$ cat config.mk
export PLATFORM = sky130hd
export DESIGN_NAME = tof_readout_scheduler
export DESIGN_NICKNAME = d
export VERILOG_FILES = /design/src/rtl/tof_pkg.sv /design/src/rtl/rr_arbiter.sv /design/src/rtl/tof_readout_scheduler.sv
export SDC_FILE = /design/constraint.sdc
export NUM_CORES = 1
export LEC_CHECK = 0
export BUFFER_PORTS_ARGS = -buffer_cell sky130_fd_sc_hd__clkbuf_2
export CORE_UTILIZATION = 35
export DETAILED_ROUTE_END_ITERATION = 8
export GPL_TIMING_DRIVEN = 0
export PLACE_DENSITY = 0.52
export SLEW_MARGIN = 0
export SYNTH_ARGS = -nofsm -noshare
export SYNTH_HDL_FRONTEND = slang
export SYNTH_SLANG_ARGS = --single-unit
$ cat constraint.sdc
create_clock -name clk -period 7.1 [get_ports clk]
set_input_delay 0.71 -clock clk [delete_from_list [all_inputs] [get_ports clk]]
set_output_delay 0.71 -clock clk [all_outputs]
set_load 0.05 [all_outputs]
$ cat src/rtl/tof_pkg.sv
`timescale 1ns/1ps
`default_nettype none
// ============================================================================
// tof_pkg : shared sizes and FSM encoding for the ToF readout path
// Rev 1.0 : initial release
// ============================================================================
package tof_pkg;

  localparam int N_SENSORS = 8;
  localparam int DIST_W    = 16;
  localparam int IDX_W     = 6;
  localparam int TOF_REC_W = IDX_W + DIST_W;
  localparam int SEL_W     = $clog2(N_SENSORS);

  typedef enum logic [1:0] {
    ST_IDLE    = 2'd0,
    ST_SETTLE  = 2'd1,
    ST_CAPTURE = 2'd2,
    ST_OUTPUT  = 2'd3
  } tof_state_e;

endpackage
`default_nettype wire

$ cat src/rtl/rr_arbiter.sv
`timescale 1ns/1ps
`default_nettype none
// ============================================================================
// rr_arbiter : combinational round-robin pick, first request after last_grant
// Rev 1.0 : initial release
// ============================================================================
module rr_arbiter #(
  parameter int N = 8,
  parameter int W = $clog2(N)
) (
  input  logic [N-1:0] i_req,
  input  logic [W-1:0] i_last_grant,
  output logic [W-1:0] o_grant,
  output logic         o_found
);

  logic [W-1:0] w_idx;

  // Walk offsets from farthest to nearest so the nearest request is written last.
  always_comb begin
    o_grant = '0;
    w_idx   = '0;
    for (int i = N; i >= 1; i--) begin
      w_idx = W'((32'(i_last_grant) + 32'(i)) % 32'(N));
      if (i_req[w_idx]) begin
        o_grant = w_idx;
      end
    end
  end

  assign o_found = |i_req;

endmodule
`default_nettype wire

$ cat src/rtl/tof_readout_scheduler.sv
`timescale 1ns/1ps
`default_nettype none
// ============================================================================
// tof_readout_scheduler : round-robin readout of the ToF array onto a stream
// Rev 1.0 : initial release
// ============================================================================
module tof_readout_scheduler
  import tof_pkg::*;
#(
  parameter int SETTLE_CYCLES = 1
) (
  input  logic                 clk,
  input  logic                 reset,
  input  logic [N_SENSORS-1:0] enable_mask,
  input  logic [N_SENSORS-1:0] ready_in,
  input  logic [TOF_REC_W-1:0] data_in,
  output logic [SEL_W-1:0]     tof_index,
  output logic                 out_valid,
  input  logic                 out_ready,
  output logic [SEL_W-1:0]     out_sensor,
  output logic [IDX_W-1:0]     out_zone,
  output logic [DIST_W-1:0]    out_distance,
  output logic [7:0]           out_seq,
  output logic                 sweep_done,
  output logic                 busy
);

  localparam int               CNT_W         = (SETTLE_CYCLES > 1) ? $clog2(SETTLE_CYCLES) : 1;
  localparam logic [CNT_W-1:0] C_SETTLE_LAST = CNT_W'(SETTLE_CYCLES - 1);

  tof_state_e           r_state;
  tof_state_e           w_state_nxt;
  logic [CNT_W-1:0]     r_settle_cnt;
  logic [N_SENSORS-1:0] r_pending;
  logic [N_SENSORS-1:0] r_served;
  logic [N_SENSORS-1:0] w_pending_nxt;
  logic [N_SENSORS-1:0] w_ignore;
  logic [N_SENSORS-1:0] w_cap_bit;
  logic [N_SENSORS-1:0] w_req;
  logic [SEL_W-1:0]     r_tof_index;
  logic [SEL_W-1:0]     r_last_grant;
  logic [SEL_W-1:0]     w_grant;
  logic                 w_found;
  logic                 w_do_grant;
  logic                 w_do_capture;
  logic                 w_do_accept;
  logic                 w_sweep;
  logic                 r_out_valid;
  logic [SEL_W-1:0]     r_out_sensor;
  logic [IDX_W-1:0]     r_out_zone;
  logic [DIST_W-1:0]    r_out_distance;
  logic [7:0]           r_out_seq;
  logic                 r_sweep_done;

  assign w_req = r_pending & enable_mask;

  rr_arbiter #(
    .N (N_SENSORS),
    .W (SEL_W)
  ) u_arb (
    .i_req        (w_req),
    .i_last_grant (r_last_grant),
    .o_grant      (w_grant),
    .o_found      (w_found)
  );

  always_ff @(posedge clk or negedge reset) begin
    if (!reset) begin
      r_state <= ST_IDLE;
    end else begin
      r_state <= w_state_nxt;
    end
  end

  always_comb begin
    w_state_nxt  = r_state;
    w_do_grant   = 1'b0;
    w_do_capture = 1'b0;
    w_do_accept  = 1'b0;
    case (r_state)
      ST_IDLE: begin
        if (w_found) begin
          w_do_grant  = 1'b1;
          w_state_nxt = ST_SETTLE;
        end
      end
      ST_SETTLE: begin
        if (r_settle_cnt == C_SETTLE_LAST) begin
          w_state_nxt = ST_CAPTURE;
        end
      end
      ST_CAPTURE: begin
        w_do_capture = 1'b1;
        w_state_nxt  = ST_OUTPUT;
      end
      ST_OUTPUT: begin
        if (r_out_valid && out_ready) begin
          w_do_accept = 1'b1;
          w_state_nxt = ST_IDLE;
        end
      end
      default: w_state_nxt = ST_IDLE;
    endcase
  end

  // The selected sensor's ready bit is stale until the array has seen the new
  // index, so it is masked from the grant edge through the capture edge.
  always_comb begin
    w_ignore  = '0;
    w_cap_bit = '0;
    if (w_do_grant) begin
      w_ignore[w_grant] = 1'b1;
    end else if (r_state == ST_SETTLE || r_state == ST_CAPTURE) begin
      w_ignore[r_tof_index] = 1'b1;
    end
    if (w_do_capture) begin
      w_cap_bit[r_tof_index] = 1'b1;
    end
    w_pending_nxt = (r_pending | (ready_in & ~w_ignore)) & enable_mask & ~w_cap_bit;
  end

  assign w_sweep = (enable_mask != '0) && ((r_served & enable_mask) == enable_mask);

  always_ff @(posedge clk or negedge reset) begin
    if (!reset) begin
      r_pending      <= '0;
      r_served       <= '0;
      r_tof_index    <= '0;
      r_last_grant   <= SEL_W'(N_SENSORS - 1);
      r_settle_cnt   <= '0;
      r_out_valid    <= 1'b0;
      r_out_sensor   <= '0;
      r_out_zone     <= '0;
      r_out_distance <= '0;
      r_out_seq      <= '0;
      r_sweep_done   <= 1'b0;
    end else begin
      r_pending    <= w_pending_nxt;
      r_sweep_done <= w_sweep;
      r_served     <= w_sweep ? w_cap_bit : (r_served | w_cap_bit);

      if (w_do_grant) begin
        r_tof_index  <= w_grant;
        r_last_grant <= w_grant;
        r_settle_cnt <= '0;
      end else if (r_state == ST_SETTLE && r_settle_cnt != C_SETTLE_LAST) begin
        r_settle_cnt <= r_settle_cnt + CNT_W'(1);
      end

      if (w_do_capture) begin
        r_out_valid    <= 1'b1;
        r_out_sensor   <= r_tof_index;
        r_out_zone     <= data_in[TOF_REC_W-1:DIST_W];
        r_out_distance <= data_in[DIST_W-1:0];
      end else if (w_do_accept) begin
        r_out_valid <= 1'b0;
        r_out_seq   <= r_out_seq + 8'd1;
      end
    end
  end

  assign tof_index    = r_tof_index;
  assign out_valid    = r_out_valid;
  assign out_sensor   = r_out_sensor;
  assign out_zone     = r_out_zone;
  assign out_distance = r_out_distance;
  assign out_seq      = r_out_seq;
  assign sweep_done   = r_sweep_done;
  assign busy         = (r_state != ST_IDLE);

endmodule
`default_nettype wire

=== Yosys cells after proc, flatten, opt, wreduce, memory -nomap -nowiden ===
Index checks and enable logic that the tools add are counted.
W data, S select, Z words.

* Add/sub/neg operators: 10
* Magnitude comparators: 12
* Equality and inequality tests: 7
* Mux-type cells: 45
* Bitwise operators: 10
* Reduce and logical (&&, ||, !) cells: 14

{| class="wikitable"
|+ Operator list
! cell !! number
|-
| $and A8 B8 Y8 || 5
|-
| $lt A3 B4 Y1 const B || 10
|-
| $mux W8 || 4
|-
| $bmux W1 S3 || 8
|-
| $mux W3 || 8
|-
| $mux W1 || 19
|-
| $not A8 Y8 || 2
|-
| $or A8 B8 Y8 || 2
|-
| $add A3 B3 Y3 const B || 4
|-
| $add A8 B1 Y8 const B || 1
|-
| $eq A8 B8 Y1 || 1
|-
| $pmux W2 S4 || 1
|-
| $reduce_bool A8 Y1 || 1
|-
| $reduce_or A8 Y1 || 1
|-
| $add A3 B1 Y3 const B || 2
|-
| $add A3 B2 Y3 const B || 2
|-
| $demux W1 S3 || 2
|-
| $ge A3 B1 Y1 const B || 2
|-
| $mux W2 || 3
|-
| $reduce_bool A2 Y1 || 3
|-
| $logic_and A1 B1 Y1 || 5
|-
| $eq A2 B2 Y1 const B || 2
|-
| $ne A2 B2 Y1 const B || 2
|-
| $reduce_and A3 Y1 || 1
|-
| other kinds (7) || 7
|}

* Register bits after elaboration: 60
* Bits of input ports: 41
* Output and inout port bits: 39
* Word-level logic and storage cells: 110

=== Longest topological paths before layout ===
* Word-level depth: 21
* Depth in mapped cells: 10
* Gate-level depth less buffers: 9

=== Cells and area by module ===
A second synthesis with hierarchy kept.

* Cell total of the unflattened synthesis: 348
* Area total of the unflattened synthesis: 3,728.6 um^2

{| class="wikitable"
|+ Modules (own cells, without submodules)
! module !! times used !! cells an instance !! area each (um^2)
|-
| tof_readout_scheduler || 1 || 249 || 2,907.8
|-
| rr_arbiter || 1 || 99 || 820.8
|}

=== Worst setup path after synthesis ===
No wires, ideal clock.

* Kind: register to register
* From: register r_last_grant[0]
* To: register r_tof_index[1], in the netlist tof_index[1]
* Arrival time: 2,655 ps
* Data required time: 7,035 ps
* Path slack: 4,380 ps
* Stages on the path, launching flop included: 10
* Path buffers: 1
* Period minus slack after synthesis: 2,720 ps
* Path through: dfstp_2 -> buf_12 -> inv_6 -> ha_1 -> mux4_2 -> mux2_4 -> and3_1 -> a31o_1 -> a2111oi_2 -> a21o_1

* Cells in the longest elaborated chain, start to end: 11
* Elaborated cells on any way between the ends: 32

{| class="wikitable"
|+ Ends and longest elaborated chain
! element !! line !! RTL
|-
| from (decl) || tof_readout_scheduler.sv:41 || <nowiki>logic [SEL_W-1:0] r_last_grant;</nowiki>
|-
| from (signal assigned) || tof_readout_scheduler.sv:129 || <nowiki>r_last_grant <= SEL_W'(N_SENSORS - 1);</nowiki>
|-
| from (signal assigned) || tof_readout_scheduler.sv:144 || <nowiki>r_last_grant <= w_grant;</nowiki>
|-
| $add A3 B1 Y3 || rr_arbiter.sv:24 || <nowiki>w_idx = W'((32'(i_last_grant) + 32'(i)) % 32'(N));</nowiki>
|-
| $bmux W1 S3 || rr_arbiter.sv:25 || <nowiki>if (i_req[w_idx]) begin</nowiki>
|-
| $mux W1 (not written as such) || rr_arbiter.sv:25 ||
|-
| $mux W3 (7 in series) || rr_arbiter.sv:25 ||
|-
| $mux W3 * || rr_arbiter.sv:25 ||
|-
| to (signal assigned) || tof_readout_scheduler.sv:143 || <nowiki>r_tof_index <= w_grant;</nowiki>
|-
| to (decl) || tof_readout_scheduler.sv:40 || <nowiki>logic [SEL_W-1:0] r_tof_index;</nowiki>
|}

Mark *: on every way between the ends. The rest lies on a longest branch, timed or not. The select of a mux whose other input is x is not followed.
A chain may end at the register's enable or synchronous reset.

=== Final worst setup path ===
Ends and elaborated chain as after synthesis.

==> flow_summary.ini <==
[min_path]
hp-class = input port to async pin

[cells_and_area]
regArea_sq_um = 1505
antenna_cells = 0
nNetsFinal = 464
fillers = 1012
multiInputGateArea_sq_um = 1805
drive_above_1_share_pct = 35.39
final_area_sq_um = 4209
areaGrowthSynthToFinish_pct = 20.88
instances_no_fill = 554

[power]
p_comb_share_pct = 61.2
leakagePower_nw = 1.931
p_sw_mw = 1.082
power_frac_seq_pct = 26.8
total_power_mw = 2.175
power_density_nw_per_um2 = 516.7
peakVddDrop_uv = 280.7
p_sw_share_pct = 49.76
clkPwrFrac_pct = 12.1
intPower_mw = 1.093

[global_route]
grt_max_degree = 61
grt_overflow_total = 0
antenna_found_initial = 0
grtUsageTotal_pct = 18.54
grt_pass1_vias = 2883
grt_pass1_wl_mm = 14.41

[synthesis]
synth.distinct_cells = 55
syn_area_per_cell_sq_um = 10.68
syn_nets = 374
synth_edf_count = 0
synth-warning-count = 0
ys_seq_area_share_pct = 43.23
synth_common_cells = 57 x dfrtp_1, 32 x nand2_1, 26 x mux2_2, 26 x o21ai_0, 20 x inv_1
netlist_area_sq_um = 3482
syn_inst = 326
netlist_top_cells_area = dfrtp_1 41%, mux2_2 8.4%, mux4_2 6.5%, o21ai_0 3.7%, nand2_1 3.4%
ys_seq_elements = 60
synthArstFlopShare_pct = 100.0
synth.top_cell.area_share_pct = 40.96
synth_flop_cell = dfrtp_1
yosysMostFrequentCell = dfrtp_1
synth_top_cell_by_area = dfrtp_1

[clocking]
cts_root_buffer = clkbuf_8
holdBufCountCts = 0
cts_made_buffers = 9
clock_path_buffers = 2
clk_pin_slew_ps = 60
htree_levels = 3
cts_tree = yes
cts_setup_buffers = 0
cts_sinks = 60
clock_latency_ps = 340
cts_resized = 0

[floorplan]
rows = 36
dieArea_sq_um = 10350
io_pins = 80
die_y_um = 101.7
fp.coreArea_sq_um = 9729
die_w_um = 101.7
initial_core_util_pct = 35.79

[sta]
worst_clock_skew_ps = 6.962
grt_setup_unrepaired = false
setup_ws_ps = 4169
slew-limit-headroom_pct = 45.23
fin_crit_sh_pct = 41.27
period_minus_slack_ps = 2931
hold_viol = 0
max_freq_mhz = 341.2
finalSetupViolCount = 0
worst_pin_slew_ps = 821.6
finalSetupTns_ps = 0
maxSlewViolCount = 0

[placement]
dp_hpwl_mm = 6.649
pre_cts_slack_ps = 4174
portBuffers = 79
dp.cells = 538
gp_routability_congestion = 0.9076
placed_area_sq_um = 4046

[routing]
via_per_inst = 5.139
wirelength_mm = 8.745
antenna_left = 0
post_drt_wl_per_cell_um = 15.79
drtIter0Drc = 135
vias = 2847
first_pass_iters = 4
remaining_drc_errors = 0

[critical_path]
crit_path_top_delay_cell = mux4_2
cp-start-kind = flop
crit_type = flop to flop
cp_data_arrival_time_ps = 3210
r2r_start = r_last_grant[0]$_DFFE_PN1P_
reg2reg_depth = 9
path_cells = buf_12 > inv_6 > ha_1 > mux4_2 > mux2_4 > and3_1 > a31o_1 > a2111oi_2 > a21o_1
critPathCapture = tof_index[1]$_DFFE_PN0P_
crit_path_end_kind = flop
critPathMaxStageDelay_ps = 580
worstPathMaxFanout = 6
critPathRequiredTime_ps = 7380
r2r_setup_slack_ps = 4170
rr_endpoint = tof_index[1]$_DFFE_PN0P_
crit_start = r_last_grant[0]$_DFFE_PN1P_

[outcome]
outcome = finished clean

[run]
maxCapViolCount = 0
==> worst min-delay path by stage <==
stage / startpoint / endpoint / depth (start not counted)
2_1_floorplan: reset / out_distance[0]$_DFFE_PN0P_ / 0
3_3_place_gp: out_seq[7]$_DFFE_PN0P_ / out_seq[7]$_DFFE_PN0P_ / 1
3_5_place_dp: r_served[3]$_DFF_PN0_ / r_served[3]$_DFF_PN0_ / 2
4_1_cts: r_served[3]$_DFF_PN0_ / r_served[3]$_DFF_PN0_ / 2
5_1_grt: out_seq[7]$_DFFE_PN0P_ / out_seq[7]$_DFFE_PN0P_ / 1
6_report: reset / out_seq[5]$_DFFE_PN0P_ / 1
==> cells by family (layout without fill, tap and decap cells) <==
logic type / after synthesis / after routing / share of synthesized area [%]
AND/OR/NAND/NOR: 90 / 90 / 12.79
adder cells (fa/ha/maj): 7 / 7 / 2.515
flip-flops: 60 / 60 / 43.23
multiplexers: 43 / 43 / 17.97
buffers and inverters: 33 / 128 / 4.923
XOR/XNOR: 9 / 9 / 2.264
AO/OA/AOI/OAI: 84 / 84 / 16.31
==> area by class of cell <==
cell class / instances / area share (%)
Timing Repair Buffer: 79 / 9.453
Inverter: 22 / 2.081
Tap cell: 133 / 3.954
Clock buffer: 14 / 3.627
Buffer: 11 / 1.992
Multi-Input combinational cell: 233 / 42.90
Clock inverter: 2 / 0.2378
Sequential cell: 60 / 35.76
==> sequential cells by signal, summed over array words and instances (netlist names) <==
| register | cells |
|---|---|
| out_distance | 16 |
| out_sensor | 3 |
| out_seq | 8 |
| out_valid | 1 |
| out_zone | 6 |
| r_last_grant | 3 |
| r_pending | 8 |
| r_served | 8 |
| r_settle_cnt | 1 |
| r_state | 2 |
| sweep_done | 1 |
| tof_index | 3 |
==> power by group through the flow <==
stage	Clock, mW	Sequential, mW	Combinational (mW)
after detailed placement	0	0.585	1.33
final	0.262	0.582	1.33
after floorplan	0	0.896	0.715
after global placement	0	0.582	1.32
after CTS	0.276	0.582	1.34
after global routing	0.290	0.602	1.43
==> stage by stage <==
| step | utilization [%] | hold WS (ps) |
|---|---|---|
| CTS | 43.26 | 486.3 |
| floorplan | - | 414.4 |
| global placement | 41.56 | 460.3 |
| global route | 43.26 | 496.5 |
| finish | 43.26 | 482.6 |
| detailed placement | 41.59 | 470.8 |
==> layout by cell type (no fill, tap or decap), drive strengths merged, types with 3 or more instances in the layout <==
cell type and n:
a21oi 17, a221oi 4, a311oi 3, and2 9, buf 7, clkbuf 97, clkinv 3, dfrtp 57
dfstp 3, ha 7, inv 21, mux2 27, mux2i 4, mux4 12, nand2 37, nand2b 8
nand3 9, nand4 4, nor2 13, o21ai 26, o221a 5, o22ai 5, o31a 4, xnor2 7
==> layer usage <==
layer	wire [um]	part of all wire, %	vias to the layer above	track usage (%)
li1	-	-	1389	-
met1	4067	47	1375	23.34
met2	4098	47	69	29.89
met3	397	4.5	14	5.038
met4	181	2.1	0	8.027
met5	0	0	-	0
==> worst max-delay path: cells and delay by family, from the launching register on <==
family	cells	cell delay, ps
adder cells (fa/ha/maj)	1	350
flip-flops	1	560
multiplexers	2	900
buffers and inverters	2	160
AO/OA/AOI/OAI	3	720
AND/OR/NAND/NOR	1	190
No activity file was read; power rests on OpenSTA's default activity.
